==> src/rtl/ptb2_axi_pkg.sv <==
// ptb2_axi_pkg: shared AXI4-Lite response codes, channel state encodings and width helper
package ptb2_axi_pkg;
  localparam logic [1:0] RESP_OKAY = 2'b00;
  localparam logic [1:0] RESP_SLVERR = 2'b10;
  typedef enum logic {W_IDLE, W_RESP} w_state_e;
  typedef enum logic {R_IDLE, R_DATA} r_state_e;
  function automatic int clog2(input int n);
    int r;
    r = 0;
    while ((1 << r) < n) r++;
    return r;
  endfunction
endpackage

==> src/rtl/ptb2_strb_merge.sv <==
// ptb2_strb_merge: byte-lane merge of old and new data under a write strobe
module ptb2_strb_merge #(
  parameter int DW = 32
) (
  input  logic [DW-1:0]   old_i,
  input  logic [DW-1:0]   new_i,
  input  logic [DW/8-1:0] strb_i,
  output logic [DW-1:0]   data_o
);
  for (genvar b = 0; b < DW / 8; b++) begin : g_lane
    assign data_o[b*8 +: 8] = strb_i[b] ? new_i[b*8 +: 8] : old_i[b*8 +: 8];
  end
endmodule

==> src/rtl/ptb2_axi4_lite_regfile.sv <==
// ptb2_axi4_lite_regfile: AXI4-Lite slave with RW control registers and RO status registers
module ptb2_axi4_lite_regfile
  import ptb2_axi_pkg::*;
#(
  parameter int C_S_AXI_DATA_WIDTH = 32,
  parameter int C_S_AXI_ADDR_WIDTH = 32,
  parameter int C_NUM_REG = 8,
  parameter int C_NUM_RO = 2,
  parameter int C_USE_WSTRB = 1
) (
  input  logic                                                  S_AXI_ACLK,
  input  logic                                                  S_AXI_ARESET,
  input  logic [C_S_AXI_ADDR_WIDTH-1:0]                         S_AXI_AWADDR,
  input  logic                                                  S_AXI_AWVALID,
  output logic                                                  S_AXI_AWREADY,
  input  logic [C_S_AXI_DATA_WIDTH-1:0]                         S_AXI_WDATA,
  input  logic [C_S_AXI_DATA_WIDTH/8-1:0]                       S_AXI_WSTRB,
  input  logic                                                  S_AXI_WVALID,
  output logic                                                  S_AXI_WREADY,
  output logic [1:0]                                            S_AXI_BRESP,
  output logic                                                  S_AXI_BVALID,
  input  logic                                                  S_AXI_BREADY,
  input  logic [C_S_AXI_ADDR_WIDTH-1:0]                         S_AXI_ARADDR,
  input  logic                                                  S_AXI_ARVALID,
  output logic                                                  S_AXI_ARREADY,
  output logic [C_S_AXI_DATA_WIDTH-1:0]                         S_AXI_RDATA,
  output logic [1:0]                                            S_AXI_RRESP,
  output logic                                                  S_AXI_RVALID,
  input  logic                                                  S_AXI_RREADY,
  output logic [C_NUM_REG*C_S_AXI_DATA_WIDTH-1:0]               REG_OUT,
  output logic [C_NUM_REG-1:0]                                  REG_WR_PULSE,
  input  logic [(C_NUM_RO > 0 ? C_NUM_RO : 1)*C_S_AXI_DATA_WIDTH-1:0] STATUS_IN
);
  localparam int DW = C_S_AXI_DATA_WIDTH;
  localparam int SW = DW / 8;
  localparam int NUM_RW = C_NUM_REG - C_NUM_RO;
  localparam int ADDR_LSB = clog2(SW);
  // one bit wider than strictly needed whenever C_NUM_REG is a power of two, so that
  // indices just past the last register decode as out of range rather than aliasing
  localparam int IDX_W = clog2(C_NUM_REG + 1) > 1 ? clog2(C_NUM_REG + 1) : 1;
  localparam int NSLOT = 1 << IDX_W;

  logic live_q;
  w_state_e w_q, w_d;
  r_state_e r_q, r_d;
  logic aw_hold_q, aw_hold_d, w_hold_q, w_hold_d;
  logic [IDX_W-1:0] awidx_q, awidx_d;
  logic [DW-1:0] wdata_q, wdata_d;
  logic [SW-1:0] wstrb_q, wstrb_d;
  logic [1:0] bresp_q, bresp_d, rresp_q, rresp_d;
  logic [DW-1:0] rdata_q, rdata_d;
  logic [C_NUM_REG-1:0] pulse_q, pulse_d;
  logic [DW-1:0] regs_q [C_NUM_REG];
  logic [DW-1:0] slot [NSLOT];
  logic aw_hs, w_hs, ar_hs, go, w_ok;
  logic [IDX_W-1:0] w_idx, r_idx;
  logic [DW-1:0] w_data, merged;
  logic [SW-1:0] w_strb;
  logic unused_ok;

  assign unused_ok = &{1'b0, S_AXI_AWADDR, S_AXI_ARADDR, S_AXI_WSTRB, wstrb_q, STATUS_IN};

  for (genvar i = 0; i < NSLOT; i++) begin : g_slot
    if (i < NUM_RW) begin : g_rw
      assign slot[i] = regs_q[i];
    end else if (i < C_NUM_REG) begin : g_ro
      assign slot[i] = STATUS_IN[(i-NUM_RW)*DW +: DW];
    end else begin : g_nil
      assign slot[i] = '0;
    end
  end

  for (genvar i = 0; i < C_NUM_REG; i++) begin : g_out
    assign REG_OUT[i*DW +: DW] = regs_q[i];
  end

  assign S_AXI_AWREADY = live_q && w_q == W_IDLE && !aw_hold_q;
  assign S_AXI_WREADY = live_q && w_q == W_IDLE && !w_hold_q;
  assign S_AXI_BVALID = w_q == W_RESP;
  assign S_AXI_BRESP = bresp_q;
  assign S_AXI_ARREADY = live_q && r_q == R_IDLE;
  assign S_AXI_RVALID = r_q == R_DATA;
  assign S_AXI_RDATA = rdata_q;
  assign S_AXI_RRESP = rresp_q;
  assign REG_WR_PULSE = pulse_q;

  assign aw_hs = S_AXI_AWVALID && S_AXI_AWREADY;
  assign w_hs = S_AXI_WVALID && S_AXI_WREADY;
  assign ar_hs = S_AXI_ARVALID && S_AXI_ARREADY;
  assign w_idx = aw_hold_q ? awidx_q : S_AXI_AWADDR[ADDR_LSB +: IDX_W];
  assign w_data = w_hold_q ? wdata_q : S_AXI_WDATA;
  assign w_strb = C_USE_WSTRB != 0 ? (w_hold_q ? wstrb_q : S_AXI_WSTRB) : '1;
  assign go = (aw_hold_q || aw_hs) && (w_hold_q || w_hs);
  assign w_ok = 32'(w_idx) < NUM_RW;
  assign r_idx = S_AXI_ARADDR[ADDR_LSB +: IDX_W];

  ptb2_strb_merge #(.DW(DW)) u_merge (
    .old_i  (slot[w_idx]),
    .new_i  (w_data),
    .strb_i (w_strb),
    .data_o (merged)
  );

  // write channel: capture AW and W independently, commit the moment both are present
  always_comb begin
    w_d = w_q;
    aw_hold_d = aw_hold_q;
    w_hold_d = w_hold_q;
    awidx_d = awidx_q;
    wdata_d = wdata_q;
    wstrb_d = wstrb_q;
    bresp_d = bresp_q;
    for (int i = 0; i < C_NUM_REG; i++) pulse_d[i] = go && w_ok && w_idx == IDX_W'(i);
    if (aw_hs) begin
      aw_hold_d = 1'b1;
      awidx_d = S_AXI_AWADDR[ADDR_LSB +: IDX_W];
    end
    if (w_hs) begin
      w_hold_d = 1'b1;
      wdata_d = S_AXI_WDATA;
      wstrb_d = S_AXI_WSTRB;
    end
    if (go) begin
      w_d = W_RESP;
      aw_hold_d = 1'b0;
      w_hold_d = 1'b0;
      bresp_d = w_ok ? RESP_OKAY : RESP_SLVERR;
    end else if (w_q == W_RESP && S_AXI_BREADY) begin
      w_d = W_IDLE;
    end
  end

  // write-side state and register storage; RO slots are never written and stay zero
  always_ff @(posedge S_AXI_ACLK) begin
    if (S_AXI_ARESET) begin
      live_q <= 1'b0;
      w_q <= W_IDLE;
      aw_hold_q <= 1'b0;
      w_hold_q <= 1'b0;
      awidx_q <= '0;
      wdata_q <= '0;
      wstrb_q <= '0;
      bresp_q <= RESP_OKAY;
      pulse_q <= '0;
      for (int i = 0; i < C_NUM_REG; i++) regs_q[i] <= '0;
    end else begin
      live_q <= 1'b1;
      w_q <= w_d;
      aw_hold_q <= aw_hold_d;
      w_hold_q <= w_hold_d;
      awidx_q <= awidx_d;
      wdata_q <= wdata_d;
      wstrb_q <= wstrb_d;
      bresp_q <= bresp_d;
      pulse_q <= pulse_d;
      for (int i = 0; i < NUM_RW; i++) if (pulse_d[i]) regs_q[i] <= merged;
    end
  end

  // read channel: sample register or status slot at the AR handshake, hold until RREADY
  always_comb begin
    r_d = r_q;
    rdata_d = rdata_q;
    rresp_d = rresp_q;
    if (ar_hs) begin
      r_d = R_DATA;
      rdata_d = slot[r_idx];
      rresp_d = 32'(r_idx) < C_NUM_REG ? RESP_OKAY : RESP_SLVERR;
    end else if (r_q == R_DATA && S_AXI_RREADY) begin
      r_d = R_IDLE;
    end
  end

  // read-side state register
  always_ff @(posedge S_AXI_ACLK) begin
    if (S_AXI_ARESET) begin
      r_q <= R_IDLE;
      rdata_q <= '0;
      rresp_q <= RESP_OKAY;
    end else begin
      r_q <= r_d;
      rdata_q <= rdata_d;
      rresp_q <= rresp_d;
    end
  end
endmodule

==> config.mk <==
export PLATFORM = sky130hd
export DESIGN_NAME = ptb2_axi4_lite_regfile
export DESIGN_NICKNAME = d
export VERILOG_FILES = /design/src/rtl/ptb2_axi_pkg.sv /design/src/rtl/ptb2_strb_merge.sv /design/src/rtl/ptb2_axi4_lite_regfile.sv
export SDC_FILE = /design/constraint.sdc
export NUM_CORES = 1
export LEC_CHECK = 0
export ABC_AREA = 1
export CORE_MARGIN = 4
export CORE_UTILIZATION = 49
export CTS_CLUSTER_SIZE = 40
export DETAILED_ROUTE_END_ITERATION = 10
export PLACE_DENSITY = 0.88
export SLEW_MARGIN = 15
export SYNTH_ARGS = -nofsm -noshare
export SYNTH_HDL_FRONTEND = slang
export SYNTH_SLANG_ARGS = --single-unit
export TNS_END_PERCENT = 30
==> constraint.sdc <==
create_clock -name S_AXI_ACLK -period 4.7 [get_ports S_AXI_ACLK]
set_input_delay 0.94 -clock S_AXI_ACLK [delete_from_list [all_inputs] [get_ports S_AXI_ACLK]]
set_output_delay 0.94 -clock S_AXI_ACLK [all_outputs]
set_load 0.005 [all_outputs]
==> Flow_metrics.wiki <==
{| class="wikitable"
! Metric !! Value
|-
| CP Cell Sequence || clkinv_2 > nand2_1 > nand2_2 > inv_2 > nand3_1 > nand2_2 > buf_4
|-
| CTS tree || done
|-
| Fin nets || approximately 2.6k
|-
| Hold path startpoint || S_AXI_RDATA[10]
|-
| Largest incremental delay on the critical path || approximately 0.83 ns
|-
| Maximum number of pins on one net before global-route repair || 74
|-
| Unrepaired setup endpoints after global routing || false
|-
| Uppermost layer routed || met4
|-
| Leak pwr || 8.821 nW
|-
| CTS H-tree depth || 1
|-
| Slowest cell on crit path || dfxtp_2
|-
| Final setup viols || 0
|-
| Count of flip-flops with a built-in enable after synthesis || 192
|-
| Number of distinct library cells after synthesis || 34
|-
| Post-layout util || 0.6304
|-
| Top area cells in the synthesized netlist || edfxtp_1 35%, dfxtp_1 10%, nand2_1 9.5%, nor2_1 9.0%, inv_1 4.8%
|-
| Wire length of the first global-routing pass || 96240 um
|-
| Cell with the most instances on the worst path || nand2_2
|-
| Share of layout cells above drive strength 1 || 0.08175
|-
| Worst hold path cell count || 2
|-
| Area inside the core boundary || ~0.033 mm2
|-
| Pwr/cell area || 327.4 mW/mm2
|-
| Gates resized, CTS repair || 0
|-
| Fraction of the yosys area taken by sequential cells || 0.4525
|-
| Vert. Die Dim || 192 um
|-
| Headroom to the max-slew limit || 0.2054
|-
| Vias per cell || 5.796
|-
| Die footprint || about 0.037 mm2
|-
| Maxcap violations || 0
|-
| Crit path launch type || flip-flop
|-
| Sinks on Clock Net || between 200 and 300
|-
| Signal arrival time at the worst endpoint || approximately 3.7 ns
|-
| Library cell with the largest summed area after synthesis || edfxtp_1
|-
| Detailed-router iteration count before antenna repair || 8
|-
| Final worst path period need || around 3.5 ns
|-
| Count of hold buffers inserted by post-cts repair || 0
|-
| Leading post-synthesis cells by instance count || 418 x nand2_1, 398 x nor2_1, 213 x inv_1
|-
| Final max-slew violation count || 0
|-
| Count of synthesis-stage warnings from yosys || 0
|-
| Setup Slack @ Placement || 0.8062 ns
|-
| Final HPWL from detailed placement || 44740 um
|-
| Endpoint of the most critical register-to-register path || regs_q[0][44]
|-
| Maximum vdd ir drop || approximately 0.28 mV
|-
| Number of register bits inferred by synthesis || approximately 280
|-
| Total Negative Setup Slacks || 0 ns
|-
| Multi-input combinational cell area || 0.007267 mm2
|-
| Average footprint of a synthesized cell || around 7.7 um2
|-
| Met3 routed WL || approximately 10000 um
|-
| Share of flip-flops with an asynchronous set or reset after synthesis || 0
|-
| Final wirelength || between 60000 and 70000 um
|-
| Wirelength per Cell || about 23 um
|-
| DRC violations left || 0
|-
| Filler instances || 2765
|-
| Remaining Overflow, GRT || 0
|-
| Fraction of post-synthesis cell area in the top cell type by area || 0.3475
|-
| Fin Clk Skew || approximately 0.016 ns
|-
| Effective utilization at floorplan || 0.4960
|-
| Placement row count || between 60 and 70
|-
| Period Utilization, post-route || 0.7379
|-
| Antenna violations before repair || 1
|-
| Hold violation total from the final report || 0
|-
| X dimension of the die || between 150 and 200 um
|-
| Crit. End Element || flip-flop
|-
| Post-CTS Repair Setup Buffers || 0
|-
| Routed length on met2 || ~29000 um
|-
| Crit path kind || flip-flop to flip-flop
|-
| Overall Global Routing Usage || 0.3446
|-
| Worst reg2reg path depth || 7
|-
| Clock latency reported for the late side of the worst-skew pair || around 0.58 ns
|-
| Footprint of the flip-flops and latches || about 0.0075 mm2
|-
| CTS Buf Count || 31
|-
| Setup slack on the worst flop-to-flop path || 1.23 ns
|-
| Required time of the critical path || roughly 5.0 ns
|-
| Number of cells produced by synthesis || 2163
|-
| Run status || finished, final reports clean
|-
| Root Buffer || clkbuf_16
|-
| Destination of the worst hold path || S_AXI_RDATA[10]
|-
| Launching point of the worst reg2reg path || w_hold_q
|-
| Post-synthesis instance area || between 0.015 and 0.02 mm2
|-
| Antenna viol nets, final || 0
|-
| Number of port buffers || 353
|-
| Maximum clock frequency || between 200 and 300 MHz
|-
| Primary FF master, synth || edfxtp_1
|-
| Area Overhead vs Synth || 27.10%
|-
| Number of vias in the routed layout || between 15k and 20k
|-
| Routability Congestion || 0.8923
|-
| Met1 WL || around 23000 um
|-
| Boundary pin count || ~480
|-
| Clock-pin slew reported for the worst setup and hold paths after clock tree synthesis || ~0.060 ns
|-
| Class of the worst hold path || flip-flop to flip-flop
|-
| PnR worst setup slack || between 1 and 1.5 ns
|-
| Largest fanout on the critical path || 42
|-
| Worst-Margin Slew || about 1.2 ns
|-
| Maximum clock insertion buffer count || 3
|-
| Most numerous cell in the Yosys netlist || nand2_1
|-
| Via count of the first global-routing pass || 16.01k
|-
| Iter 0 DRT Violations || between 2k and 2.5k
|}
cells in the final DEF, fill, tap and decap left out, types with 8 or more instances in the layout:
cell / synthesis / final
nand3_2: 8 / 8
a21oi_1: 92 / 92
nand2_4: 15 / 15
buf_4: 82 / 33
o21ai_1: 12 / 12
o211ai_1: 94 / 94
dfxtp_1: 87 / 86
o21ai_0: 150 / 148
edfxtp_1: 192 / 192
clkbuf_16: 0 / 31
inv_1: 213 / 213
nor2_1: 398 / 397
clkdlybuf4s50_1: 0 / 349
nand3b_1: 33 / 33
conb_1: 1 / 68
nand2_2: 23 / 28
nand3_1: 158 / 158
nor2_2: 36 / 36
nand2_1: 418 / 413
per-layer routing:
layer | track usage | vias up
met5 | 0 | -
met4 | 0.1626 | 0
met3 | 0.1081 | 305
met2 | 0.5330 | 1408
met1 | 0.4418 | 7727
li1 | - | 7495
where the power goes:
part | total, mW | internal, mW | switching, mW
Clock | 2.60 | 1.55 | 1.05
Sequential | 2.82 | 2.73 | 0.0931
Combinational | 1.48 | 0.502 | 0.973
Total | 6.90 | 4.78 | 2.12
final cells by class:
cell class | count | area share
diodes | 3 | 0.0003560
well taps | 448 | 0.02658
clock inverters | 16 | 0.01116
inverters | 222 | 0.04017
flip-flops and latches | 279 | 0.3561
repair buffers | 387 | 0.1808
clock buffers | 42 | 0.04023
multi-input cells | 1525 | 0.3446
worst max path at each step:
stage	slack (ns)	start	end
6_report	1.23	w_hold_q	regs_q[0][44]
3_3_place_gp	0.83	S_AXI_AWADDR[2]	regs_q[0][47]
2_1_floorplan	0.42	S_AXI_WVALID	regs_q[0][100]
4_1_cts	1.28	w_hold_q	regs_q[0][47]
3_5_place_dp	0.81	S_AXI_AWADDR[2]	regs_q[0][51]
5_1_grt	1.08	w_hold_q	regs_q[1][25]
critical path: cells and delay by family, from the launching register on:
| family | cells | cell delay (ns) |
|---|---|---|
| flops | 1 | 0.83 |
| buf+inv | 3 | 1.25 |
| simple gates | 4 | 1.05 |
metrics by stage:
| step | power (mW) | area [um2] | hold slack [ns] | std cells |
|---|---|---|---|---|
| floorplan | 3.725 | 16840 | 0.4433 | 2230 |
| detailed placement | 4.294 | 19990 | 0.4551 | 2861 |
| global placement | 4.255 | 19990 | 0.4546 | 2861 |
| finish | 6.904 | 21090 | 0.4646 | 2922 |
| CTS | 6.851 | 21080 | 0.4645 | 2919 |
| global route | 7.121 | 21080 | 0.4894 | 2920 |
state kept, by name, indices dropped and copies added (netlist names):
| register | count |
|---|---|
| S_AXI_RDATA | 32 |
| S_AXI_RVALID | 1 |
| S_AXI_RRESP | 1 |
| live_q | 1 |
| REG_WR_PULSE | 8 |
| wdata_q | 32 |
| wstrb_q | 4 |
| regs_q | 192 |
| awidx_q | 4 |
| aw_hold_q | 1 |
| S_AXI_BVALID | 1 |
| S_AXI_BRESP | 1 |
| w_hold_q | 1 |
kinds of logic after synthesis:
logic type             count (synthesis)  synth area share
AND/OR/NAND/NOR                     1106            0.2991
AO/OA/AOI/OAI                        351            0.1210
buffers and inverters                426            0.1272
flip-flops                           279            0.4525
other                                  1         0.0002260
Note: power is estimated with default switching activity, not from simulation.
